===== src/rtl/flappy_pkg.sv =====
// Shared colours, seven-segment geometry and the BCD converter state type
// for the Flappy Bird pixel path.
package flappy_pkg;

    localparam logic [7:0] BLACK = 8'h00;
    localparam logic [7:0] WHITE = 8'hFF;
    localparam logic [7:0] RED   = 8'hE0;
    localparam logic [7:0] GREEN = 8'h1C;
    localparam logic [7:0] BLUE  = 8'h03;

    // Digit cell is DIG_W wide, spanning SEG_TOP..SEG_BOT vertically.
    localparam logic [10:0] DIG_W   = 11'd80;
    localparam logic [10:0] STROKE  = 11'd10;
    localparam logic [10:0] SEG_TOP = 11'd160;
    localparam logic [10:0] SEG_MID = 11'd240;
    localparam logic [10:0] SEG_BOT = 11'd320;

    typedef enum logic [1:0] {IDLE, SHIFT, DONE} bcd_state_t;

    // Segment order in every mask is {a,b,c,d,e,f,g}.
    function automatic logic [6:0] seg_mask(input logic [3:0] d);
        case (d)
            4'd0:    seg_mask = 7'b1111110;
            4'd1:    seg_mask = 7'b0110000;
            4'd2:    seg_mask = 7'b1101101;
            4'd3:    seg_mask = 7'b1111001;
            4'd4:    seg_mask = 7'b0110011;
            4'd5:    seg_mask = 7'b1011011;
            4'd6:    seg_mask = 7'b1011111;
            4'd7:    seg_mask = 7'b1110000;
            4'd8:    seg_mask = 7'b1111111;
            4'd9:    seg_mask = 7'b1111011;
            default: seg_mask = 7'b0000000;
        endcase
    endfunction

    // dx is the column relative to the digit's left edge; a negative offset
    // wraps to a large value and so falls outside the cell.
    function automatic logic [6:0] seg_region(input logic [10:0] dx, input logic [10:0] y);
        logic full, left, right, upper, lower;
        full  = dx < DIG_W;
        left  = dx < STROKE;
        right = full && (dx >= DIG_W - STROKE);
        upper = (y >= SEG_TOP) && (y <= SEG_MID);
        lower = (y >= SEG_MID) && (y <= SEG_BOT);
        seg_region = {full && (y >= SEG_TOP) && (y < SEG_TOP + STROKE),
                      right && upper,
                      right && lower,
                      full && (y > SEG_BOT - STROKE) && (y <= SEG_BOT),
                      left && lower,
                      left && upper,
                      full && (y >= SEG_MID - (STROKE >> 1)) && (y < SEG_MID + (STROKE >> 1))};
    endfunction

endpackage


===== src/rtl/flappy_bin2bcd.sv =====
// Sequential shift-add-3 binary to BCD converter feeding the score display;
// one bit per cycle so no dividers are needed.
module flappy_bin2bcd
    import flappy_pkg::*;
#(
    parameter int SCORE_W      = 8,
    parameter int SCORE_DIGITS = 3
) (
    input  logic                      clk,
    input  logic                      reset,
    input  logic [SCORE_W-1:0]        score,
    output logic [4*SCORE_DIGITS-1:0] digits,
    output logic                      busy
);

    localparam int          BCD_W   = 4 * SCORE_DIGITS;
    localparam int          CNT_W   = $clog2(SCORE_W + 1);
    localparam logic [31:0] MAX_VAL = 32'(10 ** SCORE_DIGITS - 1);

    bcd_state_t         state_reg;
    logic [SCORE_W-1:0] held_bin_reg;
    logic [SCORE_W-1:0] sh_reg;
    logic [BCD_W-1:0]   bcd_reg;
    logic [BCD_W-1:0]   bcd_adj;
    logic [BCD_W-1:0]   digits_reg;
    logic [CNT_W-1:0]   cnt_reg;
    logic               busy_reg;

    genvar gi;
    generate
        for (gi = 0; gi < SCORE_DIGITS; gi++) begin : g_adj
            assign bcd_adj[4*gi +: 4] = (bcd_reg[4*gi +: 4] >= 4'd5) ?
                                        bcd_reg[4*gi +: 4] + 4'd3 : bcd_reg[4*gi +: 4];
        end
    endgenerate

    // A score change arriving mid-conversion is picked up on the next IDLE.
    always_ff @(posedge clk) begin
        if (reset) begin
            state_reg    <= IDLE;
            held_bin_reg <= '0;
            sh_reg       <= '0;
            bcd_reg      <= '0;
            cnt_reg      <= '0;
            digits_reg   <= '0;
            busy_reg     <= 1'b0;
        end else begin
            case (state_reg)
                IDLE: begin
                    if (score != held_bin_reg) begin
                        held_bin_reg <= score;
                        sh_reg       <= score;
                        bcd_reg      <= '0;
                        cnt_reg      <= '0;
                        busy_reg     <= 1'b1;
                        state_reg    <= SHIFT;
                    end
                end
                SHIFT: begin
                    bcd_reg <= {bcd_adj[BCD_W-2:0], sh_reg[SCORE_W-1]};
                    sh_reg  <= sh_reg << 1;
                    cnt_reg <= cnt_reg + 1'b1;
                    if (cnt_reg == CNT_W'(SCORE_W - 1))
                        state_reg <= DONE;
                end
                DONE: begin
                    digits_reg <= (32'(held_bin_reg) > MAX_VAL) ? {SCORE_DIGITS{4'd9}} : bcd_reg;
                    busy_reg   <= 1'b0;
                    state_reg  <= IDLE;
                end
                default: state_reg <= IDLE;
            endcase
        end
    end

    assign digits = digits_reg;
    assign busy   = busy_reg;

endmodule


===== src/rtl/flappy_pixel_pipe.sv =====
// Two-stage pixel generator: bird, tubes, blinking game-over score and
// per-frame bird/tube collision flag.
module flappy_pixel_pipe
    import flappy_pkg::*;
#(
    parameter int NUM_TUBES    = 3,
    parameter int SCORE_W      = 8,
    parameter int SCORE_DIGITS = 3,
    parameter int BIRD_X       = 364,
    parameter int BIRD_HALF    = 15,
    parameter int TUBE_HALF_W  = 30,
    parameter int GAP_HALF     = 30,
    parameter int DIG_X0       = 544,
    parameter int DIG_PITCH    = 120,
    parameter int BLINK_FRAMES = 30,
    parameter int LZ_BLANK     = 1
) (
    input  logic                    clk,
    input  logic                    reset,
    input  logic                    bright,
    input  logic [9:0]              x,
    input  logic [9:0]              y,
    input  logic [9:0]              bird_y_pos,
    input  logic [10*NUM_TUBES-1:0] tube_x_pos,
    input  logic [10*NUM_TUBES-1:0] tube_y_pos,
    input  logic                    game_end,
    input  logic [SCORE_W-1:0]      score,
    output logic [7:0]              rgb,
    output logic                    frame_hit,
    output logic                    hit_valid,
    output logic                    bcd_busy
);

    localparam int          DW  = 4 * SCORE_DIGITS;
    localparam logic [10:0] BX  = 11'(BIRD_X);
    localparam logic [10:0] BH  = 11'(BIRD_HALF);
    localparam logic [10:0] TW  = 11'(TUBE_HALF_W);
    localparam logic [10:0] GH  = 11'(GAP_HALF);

    function automatic logic [10:0] sat_sub(input logic [10:0] a, input logic [10:0] b);
        return (a > b) ? a - b : 11'd0;
    endfunction

    logic [10:0]             x11, y11, by11;
    logic                    bird_hit;
    logic [NUM_TUBES-1:0]    tube_hits;
    logic [DW-1:0]           digits;
    logic [SCORE_DIGITS-1:0] dig_nz, dig_lit;

    assign x11  = {1'b0, x};
    assign y11  = {1'b0, y};
    assign by11 = {1'b0, bird_y_pos};
    assign bird_hit = (x11 >= sat_sub(BX, BH)) && (x11 <= BX + BH) &&
                      (y11 >= sat_sub(by11, BH)) && (y11 <= by11 + BH);

    genvar gi;
    generate
        for (gi = 0; gi < NUM_TUBES; gi++) begin : g_tube
            logic [10:0] tx, ty;
            assign tx = {1'b0, tube_x_pos[10*gi +: 10]};
            assign ty = {1'b0, tube_y_pos[10*gi +: 10]};
            assign tube_hits[gi] = (x11 >= sat_sub(tx, TW)) && (x11 <= tx + TW) &&
                                   ((y11 >= ty + GH) || (y11 <= sat_sub(ty, GH)));
        end

        for (gi = 0; gi < SCORE_DIGITS; gi++) begin : g_dig
            localparam logic [10:0] X0 = 11'(DIG_X0 - gi * DIG_PITCH);
            logic [3:0] d;
            logic       shown;
            assign d          = digits[4*gi +: 4];
            assign dig_nz[gi] = (d != 4'd0);
            // A leading zero is blanked only if every more significant digit is zero too.
            assign shown       = (gi == 0 || LZ_BLANK == 0) ? 1'b1 : |dig_nz[SCORE_DIGITS-1:gi];
            assign dig_lit[gi] = shown && |(seg_region(x11 - X0, y11) & seg_mask(d));
        end
    endgenerate

    flappy_bin2bcd #(.SCORE_W(SCORE_W), .SCORE_DIGITS(SCORE_DIGITS)) u_bcd (
        .clk    (clk),
        .reset  (reset),
        .score  (score),
        .digits (digits),
        .busy   (bcd_busy)
    );

    logic       bright_s1, bird_s1, tube_s1, seg_s1, game_end_s1;
    logic       fs_raw_reg, fs_prev_reg, frame_start, coll_s1;
    logic [7:0] rgb_reg;
    logic       visible_reg, hit_acc_reg, frame_hit_reg, hit_valid_reg;
    logic [15:0] blink_cnt_reg;

    always_ff @(posedge clk) begin
        if (reset) begin
            bright_s1   <= 1'b0;
            bird_s1     <= 1'b0;
            tube_s1     <= 1'b0;
            seg_s1      <= 1'b0;
            game_end_s1 <= 1'b0;
            fs_raw_reg  <= 1'b0;
            fs_prev_reg <= 1'b0;
            rgb_reg     <= BLACK;
        end else begin
            bright_s1   <= bright;
            bird_s1     <= bird_hit;
            tube_s1     <= |tube_hits;
            seg_s1      <= |dig_lit;
            game_end_s1 <= game_end;
            fs_raw_reg  <= (x == 10'd0) && (y == 10'd0);
            fs_prev_reg <= fs_raw_reg;
            if (!bright_s1)
                rgb_reg <= BLACK;
            else if (game_end_s1)
                rgb_reg <= (seg_s1 && visible_reg) ? WHITE : BLACK;
            else if (bird_s1)
                rgb_reg <= RED;
            else if (tube_s1)
                rgb_reg <= GREEN;
            else
                rgb_reg <= BLUE;
        end
    end

    assign frame_start = fs_raw_reg && !fs_prev_reg;
    assign coll_s1     = bright_s1 && bird_s1 && tube_s1 && !game_end_s1;

    // The frame-start pixel itself belongs to the new frame's accumulation.
    always_ff @(posedge clk) begin
        if (reset) begin
            hit_acc_reg   <= 1'b0;
            frame_hit_reg <= 1'b0;
            hit_valid_reg <= 1'b0;
            visible_reg   <= 1'b1;
            blink_cnt_reg <= '0;
        end else begin
            hit_valid_reg <= frame_start;
            if (frame_start) begin
                frame_hit_reg <= hit_acc_reg;
                hit_acc_reg   <= coll_s1;
            end else if (coll_s1) begin
                hit_acc_reg <= 1'b1;
            end
            if (!game_end_s1) begin
                blink_cnt_reg <= '0;
                visible_reg   <= 1'b1;
            end else if (frame_start && BLINK_FRAMES != 0) begin
                if (blink_cnt_reg + 16'd1 == 16'(BLINK_FRAMES)) begin
                    blink_cnt_reg <= '0;
                    visible_reg   <= !visible_reg;
                end else begin
                    blink_cnt_reg <= blink_cnt_reg + 16'd1;
                end
            end
        end
    end

    assign rgb       = rgb_reg;
    assign frame_hit = frame_hit_reg;
    assign hit_valid = hit_valid_reg;

endmodule

===== config.mk =====
export PLATFORM = sky130hd
export DESIGN_NAME = flappy_pixel_pipe
export DESIGN_NICKNAME = d
export VERILOG_FILES = /design/src/rtl/flappy_pkg.sv /design/src/rtl/flappy_bin2bcd.sv /design/src/rtl/flappy_pixel_pipe.sv
export SDC_FILE = /design/constraint.sdc
export NUM_CORES = 1
export LEC_CHECK = 0
export BUFFER_PORTS_ARGS = -buffer_cell sky130_fd_sc_hd__buf_4
export CORE_ASPECT_RATIO = 1.25
export CORE_MARGIN = 8
export CORE_UTILIZATION = 50
export DETAILED_ROUTE_END_ITERATION = 8
export GPL_ROUTABILITY_DRIVEN = 0
export PLACE_DENSITY = 0.81
export SETUP_SLACK_MARGIN = 0.5
export SLEW_MARGIN = 20
export SYNTH_ARGS = -nofsm -noshare
export SYNTH_HDL_FRONTEND = slang
export SYNTH_HIERARCHICAL = 1
export SYNTH_SLANG_ARGS = --single-unit

===== constraint.sdc =====
create_clock -name clk -period 4.65 [get_ports clk]
set_input_delay 0.2325 -clock clk [delete_from_list [all_inputs] [get_ports clk]]
set_output_delay 0.2325 -clock clk [all_outputs]
set_load 0.05 [all_outputs]

==> results of run 1 <==
-- worst register-to-register path, cell delays in order (launching register included) --
cell	delay, ns
dfxtp_1	0.46
ha_1	0.23
nand3_1	0.14
nor2_1	0.36
and3_1	0.26
o211a_1	0.20
o2111ai_4	0.19
or3_1	0.35
nand3_1	0.08
-- layout by cell type, fill, tap and decap left out, types with 20 or more instances in the layout --
cell,instances
ha_1,190
nand2_1,183
buf_4,113
nor2_1,102
a21oi_1,78
dfxtp_1,77
o21ai_0,72
xnor2_1,56
xor2_1,55
inv_1,54
nand3_1,39
nor3_1,36
nand4_1,31
nand2b_1,27
a31oi_1,23
nor2b_1,20
-- worst max-delay path by stage --
stage	cells after the start	to
after floorplan	14	tube_s1
after global placement	13	tube_s1
after detailed placement	11	bird_s1
after CTS	11	bird_s1
after global routing	11	bird_s1
final	11	bird_s1
-- Yosys cell counts, types with 31 or more instances --
cell	instances	share of area [%]
xnor2_1	56	4.8
xor2_1	55	4.7
nand2_1	183	6.7
inv_1	54	2.0
ha_1	190	23
a21oi_1	78	3.8
nand3_1	39	1.9
o21ai_0	72	3.5
clkbuf_1	53	2.0
dfxtp_1	77	15
nor2_1	102	3.8
nor3_1	36	1.8
nand4_1	31	1.9
-- layout make-up --
class,count,share of cell area (%)
Multi-Input combinational cell,1157,71.8
Sequential cell,77,13.6
Timing Repair Buffer,113,7.47
Tap cell,270,2.98
Clock buffer,11,2.05
Inverter,54,1.79
Clock inverter,5,0.309
-- power by group through the flow --
stage               clock [mW]  sequential (mW)  combinational, mW
global route             0.682            0.690              0.868
floorplan                    0            0.703              0.515
finish                   0.638            0.689              0.764
CTS                      0.655            0.689              0.765
global placement             0            0.702              0.732
detailed placement           0            0.703              0.761
-- logic make-up (layout without fill, tap and decap cells) --
kind of cell | Yosys count | after routing | share of synthesized area, %
AND/OR/NAND/NOR | 528 | 528 | 25.5
multiplexers | 11 | 11 | 1.08
XOR/XNOR | 111 | 111 | 9.55
adder cells (fa/ha/maj) | 190 | 190 | 23.3
AO/OA/AOI/OAI | 317 | 317 | 20.6
flip-flops | 77 | 77 | 15.1
buffers and inverters | 121 | 183 | 4.84
-- layer usage --
| metal | GRT usage (%) | part of all wire [%] | wire length (um) |
|---|---|---|---|
| met4 | 8.48 | 2.8 | 717 |
| met1 | 22.3 | 42 | 10700 |
| met5 | 0 | 0 | 0 |
| met3 | 3.40 | 4.9 | 1250 |
| met2 | 35.9 | 50 | 12600 |
-- per-stage QoR --
step                util [%]  worst slack (ns)
CTS                     56.7              1.95
floorplan                  -              1.76
global placement        55.3              1.69
finish                  56.7              1.95
detailed placement      55.3              1.59
global route            56.7              1.70
==> summary.txt, run 1 <==
Clocking
  – Cts hold-fix bufs: 0
  – CTS tree: yes
  – Clock sinks: 77
  – Htree depth: 3
  – CTS root buf: clkbuf_16
  – Total CTS buffers: 9
  – Setup Buffers After CTS: 0
  – Post_cts resized: 0
  – Max Buffers Root-to-Sink: 2
  – Clock slew at reported path FFs: around 0.060 ns
  – Skew-Pair Late Insertion Delay: between 0.3 and 0.4 ns

Detailed routing
  – Routed wire length per instance: around 15 um
  – Post-route ant nets: 0
  – DR DRC count: 0
  – Vias per cell: 5.87
  – Iter 0 DRT Violations: between 500 and 600
  – Vias: roughly 9.9k
  – Drt total wl: approximately 25 mm
  – DRT Pass-1 Iters: 7

Floorplanning
  – Effective utilization at floorplan: roughly half
  – Die Y: approximately 180 um
  – Top Ports: 113
  – Die ar.: 0.0252 mm^2
  – Core area: 0.0200 mm^2
  – Core Rows: 58
  – Die W: 144 um

Synth
  – Post-synth EDFFs: 0
  – Main synth FF type: dfxtp_1
  – Sequential share of the synthesized area: 15.1%
  – Post-synthesis instance area: approximately 0.01 mm^2
  – Post-synth net total: around 1.6k
  – Synth async-reset ratio: 0%
  – Synth warn: 6
  – Post-Synthesis Cells: between 1k and 1.5k
  – Syn_area_per_cell: approximately 7.5 um^2
  – Synthesis-stage register bit count: 77
  – Post-synth cell types: 75

Pwr
  – Lkg Pwr: roughly 4.9 nW
  – Sw Share: ~34%
  – Comb pwr share: about 37%
  – Peak supply drop: 227 uV
  – Clock power share: between 30% and 40%
  – PwrDens: 184 mW/mm^2
  – Power Total: around 2.1 mW
  – Sequential share of power: 32.9%
  – P_sw: about 710 uW
  – Int Pwr: roughly 1.4 mW

Placement
  – Placed Area: between 0.01 and 0.015 mm^2
  – # port buffers: ~110
  – Post-DP HPWL: slightly below 20 mm
  – Placed cells: about 1.7k

Layout
  – Max reg flops: 16
  – Non-Filler Instances: around 1.7k
  – FF/Latch Area: between 0.0015 and 0.002 mm^2
  – Multi-input logic area: about 0.0082 mm^2
  – Post-route cell area: ~0.011 mm^2
  – Share of layout cells above drive strength 1: a little over a tenth
  – Area Overhead vs Synth: 11.4%
  – Antenna diodes: 0
  – Layout fillers: approximately 1.9k
  – Final net count: about 1.7k

Job
  – Max-cap violations: 0

Timing
  – F_max: approximately 0.37 GHz
  – Worst hold slack: 0.109 ns
  – Slew of the pin with the lowest slew margin: 0.922 ns
  – Unrepaired setup endpoints after global routing: no
  – Relative slew slack: 38.3%
  – Fin crit period: 2.70 ns
  – Final Max Slew Viols: 0
  – Total negative slack: 0 ns
  – Crit share post-route: roughly three fifths
  – Clock skew: 0.00792 ns
  – Endpoints failing hold: 0
  – # setup viols final: 0

Global routing
  – Vias in the first global route: around 9.7k
  – Largest net degree at the start of global routing: between 50 and 60
  – First-pass GRT wire length: around 43 mm
  – Initial antenna violation count: 0
  – Grt total ovfl: 0
  – Total track usage: roughly 20%

Worst setup path
  – Crit path launch: bird_y_pos[7]
  – CP Class: in2reg
  – CP arrival: 2.96 ns
  – CP max FO: 6
  – R2R Path Start: blink_cnt_reg[0]
  – Cell chain of the critical path: buf_4, or4_1, or3_1, nand2b_1, nand2_1, ha_1, o21a_1, o2111ai_1, a2111oi_0, o21ai_0, a211oi_1
  – Worst path slowest cell: or4_1
  – Startpoint Class: primary input
  – RR Endpoint: visible_reg
  – CP top delay family: simple AND/OR/NAND/NOR gates
  – Crit. End Element: flop
  – Max incr delay on CP: 0.55 ns
  – Worst EP required: slightly below 5 ns
  – Cells on worst reg2reg path: 8
  – Worst R2R Setup Slack: about 2.3 ns
  – WP buf/inv: 1

Worst hold path
  – Hold Path Class: in2reg
  – Hold path start: bright
  – Hold Path Cell Cnt: 2
  – Hold Path Sink: bright_s1

Run status
  – Status: finished, final reports clean
No activity file was read; power rests on OpenSTA's default activity.
==> run 2: changes to the inputs <==
--- a/config.mk
+++ b/config.mk
@@ -11,7 +11,7 @@
 export CORE_UTILIZATION = 50
 export DETAILED_ROUTE_END_ITERATION = 8
 export GPL_ROUTABILITY_DRIVEN = 0
-export PLACE_DENSITY = 0.81
+export PLACE_DENSITY = 0.83
 export SETUP_SLACK_MARGIN = 0.5
 export SLEW_MARGIN = 20
 export SYNTH_ARGS = -nofsm -noshare
==> constraint.sdc (replaced) <==
create_clock -name clk -period 2.32 [get_ports clk]
set_input_delay 0.116 -clock clk [delete_from_list [all_inputs] [get_ports clk]]
set_output_delay 0.116 -clock clk [all_outputs]
set_load 0.05 [all_outputs]
==> summary.txt, run 2 (synthesis gave the netlist of run 1 again) <==
Pwr
  – Power Total: 4.86 mW
  – Lkg Pwr: 5.86 nW
  – PwrDens: 373 mW/mm^2
  – Peak supply drop: between 500 and 600 uV

Clocking
  – Total CTS buffers: 9
  – Clock sinks: 77
  – CTS tree: yes
  – Max Buffers Root-to-Sink: 2
  – Htree depth: 3
  – Skew-Pair Late Insertion Delay: between 0.3 and 0.4 ns
  – Clock slew at reported path FFs: 0.06 ns
  – CTS root buf: clkbuf_16

Detailed routing
  – DRT Pass-1 Iters: 6
  – Drt total wl: 29.7 mm
  – Iter 0 DRT Violations: 708
  – Vias per cell: approximately 5.9
  – Vias: between 10k and 15k
  – DR DRC count: 0
  – Post-route ant nets: 0
  – Routed wire length per instance: roughly 16 um

Global routing
  – Met1 usage: approximately a quarter
  – Vias in the first global route: about 11k
  – Initial antenna violation count: 0
  – Gr busiest metal: met2
  – Total track usage: 23.0%
  – First-pass GRT wire length: a little under 50 mm
  – Largest net degree at the start of global routing: 50
  – Grt total ovfl: 0
  – Met2 Usage GRT: 42.0%
  – Met3 Use GR: between 3 and 4%

Worst setup path
  – CP max FO: 2
  – RR Endpoint: visible_reg
  – Cell chain of the critical path: buf_4, or4_4, nor2_4, buf_4, buf_4, buf_4, buf_4, buf_4, buf_4, buf_4, buf_4, buf_4, buf_4, buf_4, buf_4, buf_4, a32oi_1, o2111ai_1, a31oi_1
  – Worst EP required: ~2.5 ns
  – Max incr delay on CP: approximately 0.56 ns
  – Most frequent CP cell: buf_4
  – CP top delay family: buffers and inverters
  – Cells on worst reg2reg path: 8
  – Startpoint Class: primary input
  – CP arrival: around 2.5 ns
  – WP buf/inv: 14
  – Crit. End Element: flop
  – Worst path slowest cell: or4_4
  – R2R Path Start: blink_cnt_reg[0]
  – Worst R2R Setup Slack: ~0.31 ns
  – CP Class: in2reg

Placement
  – # port buffers: about 110
  – Worst slack, placed: -0.564 ns
  – Placed cells: 1,795
  – Placed Area: around 0.012 mm^2
  – Post-DP HPWL: roughly 22 mm

Worst hold path
  – Hold Path Sink: u_bcd/held_bin_reg[4]
  – Hold path start: score[4]
  – Hold Path Cell Cnt: 3
  – Hold Path Class: in2reg

Timing
  – Unrepaired setup endpoints after global routing: yes
  – Crit share post-route: 97.7%
  – F_max: between 0.4 and 0.5 GHz
  – # setup viols final: 0
  – Relative slew slack: approximately 50%
  – Worst setup margin: 0.0534 ns
  – Worst hold slack: 0.0286 ns
  – Final Max Slew Viols: 0
  – Endpoints failing hold: 0
  – Fin crit period: around 2.3 ns
  – Total negative slack: 0 ns
  – Slew of the pin with the lowest slew margin: around 0.77 ns
  – Clock skew: roughly 0.0068 ns

Layout
  – Post-route cell area: approximately 0.013 mm^2
  – Layout Utilization: between 60% and 70%
  – Most frequent cells in the layout: 263 x buf_4, 185 x ha_1, 178 x nand2_1, 98 x nor2_1, 76 x a21oi_1
  – Commonest non-fill, non-tap cell in the layout: buf_4
  – Max reg flops: 16
  – Area Overhead vs Synth: 27.9%
  – Non-Filler Instances: between 1.5k and 2k
  – Share of layout cells above drive strength 1: a little under a quarter
  – Antenna diodes: 0
  – Final net count: between 1.5k and 2k

Floorplanning
  – Die ar.: approximately 0.025 mm^2
  – Top Ports: 113
  – Effective utilization at floorplan: 50.8%
  – Core area: around 0.02 mm^2
  – Die Y: about 180 um
  – Die W: 144 um
  – Core Rows: 58

Run status
  – Status: finished, final reports clean

Job
  – Max-cap violations: 0
==> run 2: cell types whose count changed in the layout (fill, tap and decap cells not counted), moves of 6 or more <==
cell,previous run,this run
or4_1,7,1
or4_4,0,6
buf_6,0,8
o21ai_0,72,65
dfxtp_1,77,61
buf_4,113,263
dfxtp_2,0,11
==> run 2: worst reg2reg max path: stages (launching register included) <==
cell and delay [ns]:
dfxtp_2 0.40, ha_2 0.22, nand3_2 0.12, nor2_4 0.16, and3_4 0.22, o211a_1 0.19
o2111ai_4 0.18, or3_1 0.36, nand3_1 0.09
==> run 2: worst max path at each step <==
| stage | to | slack (ns) | from | cells after the start |
|---|---|---|---|---|
| after global placement | tube_s1 | -0.38 | tube_y_pos[25] | 13 |
| after global routing | tube_s1 | -0.08 | tube_x_pos[21] | 15 |
| final | tube_s1 | 0.05 | tube_x_pos[27] | 19 |
| after floorplan | tube_s1 | -0.18 | tube_x_pos[16] | 14 |
| after detailed placement | tube_s1 | -0.56 | tube_y_pos[25] | 13 |
| after CTS | tube_s1 | 0.1 | tube_y_pos[25] | 13 |
==> run 2: layer usage <==
layer  vias to the layer above  share of wire (%)
met4                         0                3.7
met5                         -                  0
met2                       378                 51
li1                       5323                  -
met1                      5164                 39
met3                        97                6.1
==> run 2: repair_timing <==
item,CTS,global route
setup buffers,21,13
hold buffers,2,0
hold endpoints to repair,2,0
endpoints found under the setup margin,17,24
pin swaps,14,23
resized for setup,33,41
==> run 2: cell type report <==
type | count | area, um^2
multi-input combinational | 1157 | 8480
fill | 1633 | 7010
timing repair buffer | 273 | 2080
sequential | 77 | 1570
tap | 270 | 338
clock buffer | 10 | 239
inverter | 54 | 203
clock inverter | 5 | 108
==> run 2: where the power goes <==
| part | internal (mW) | total, mW | switching, mW |
|---|---|---|---|
| registers | 1.35 | 1.38 | 0.0280 |
| logic | 0.875 | 1.85 | 0.972 |
| clock network | 1.08 | 1.64 | 0.560 |
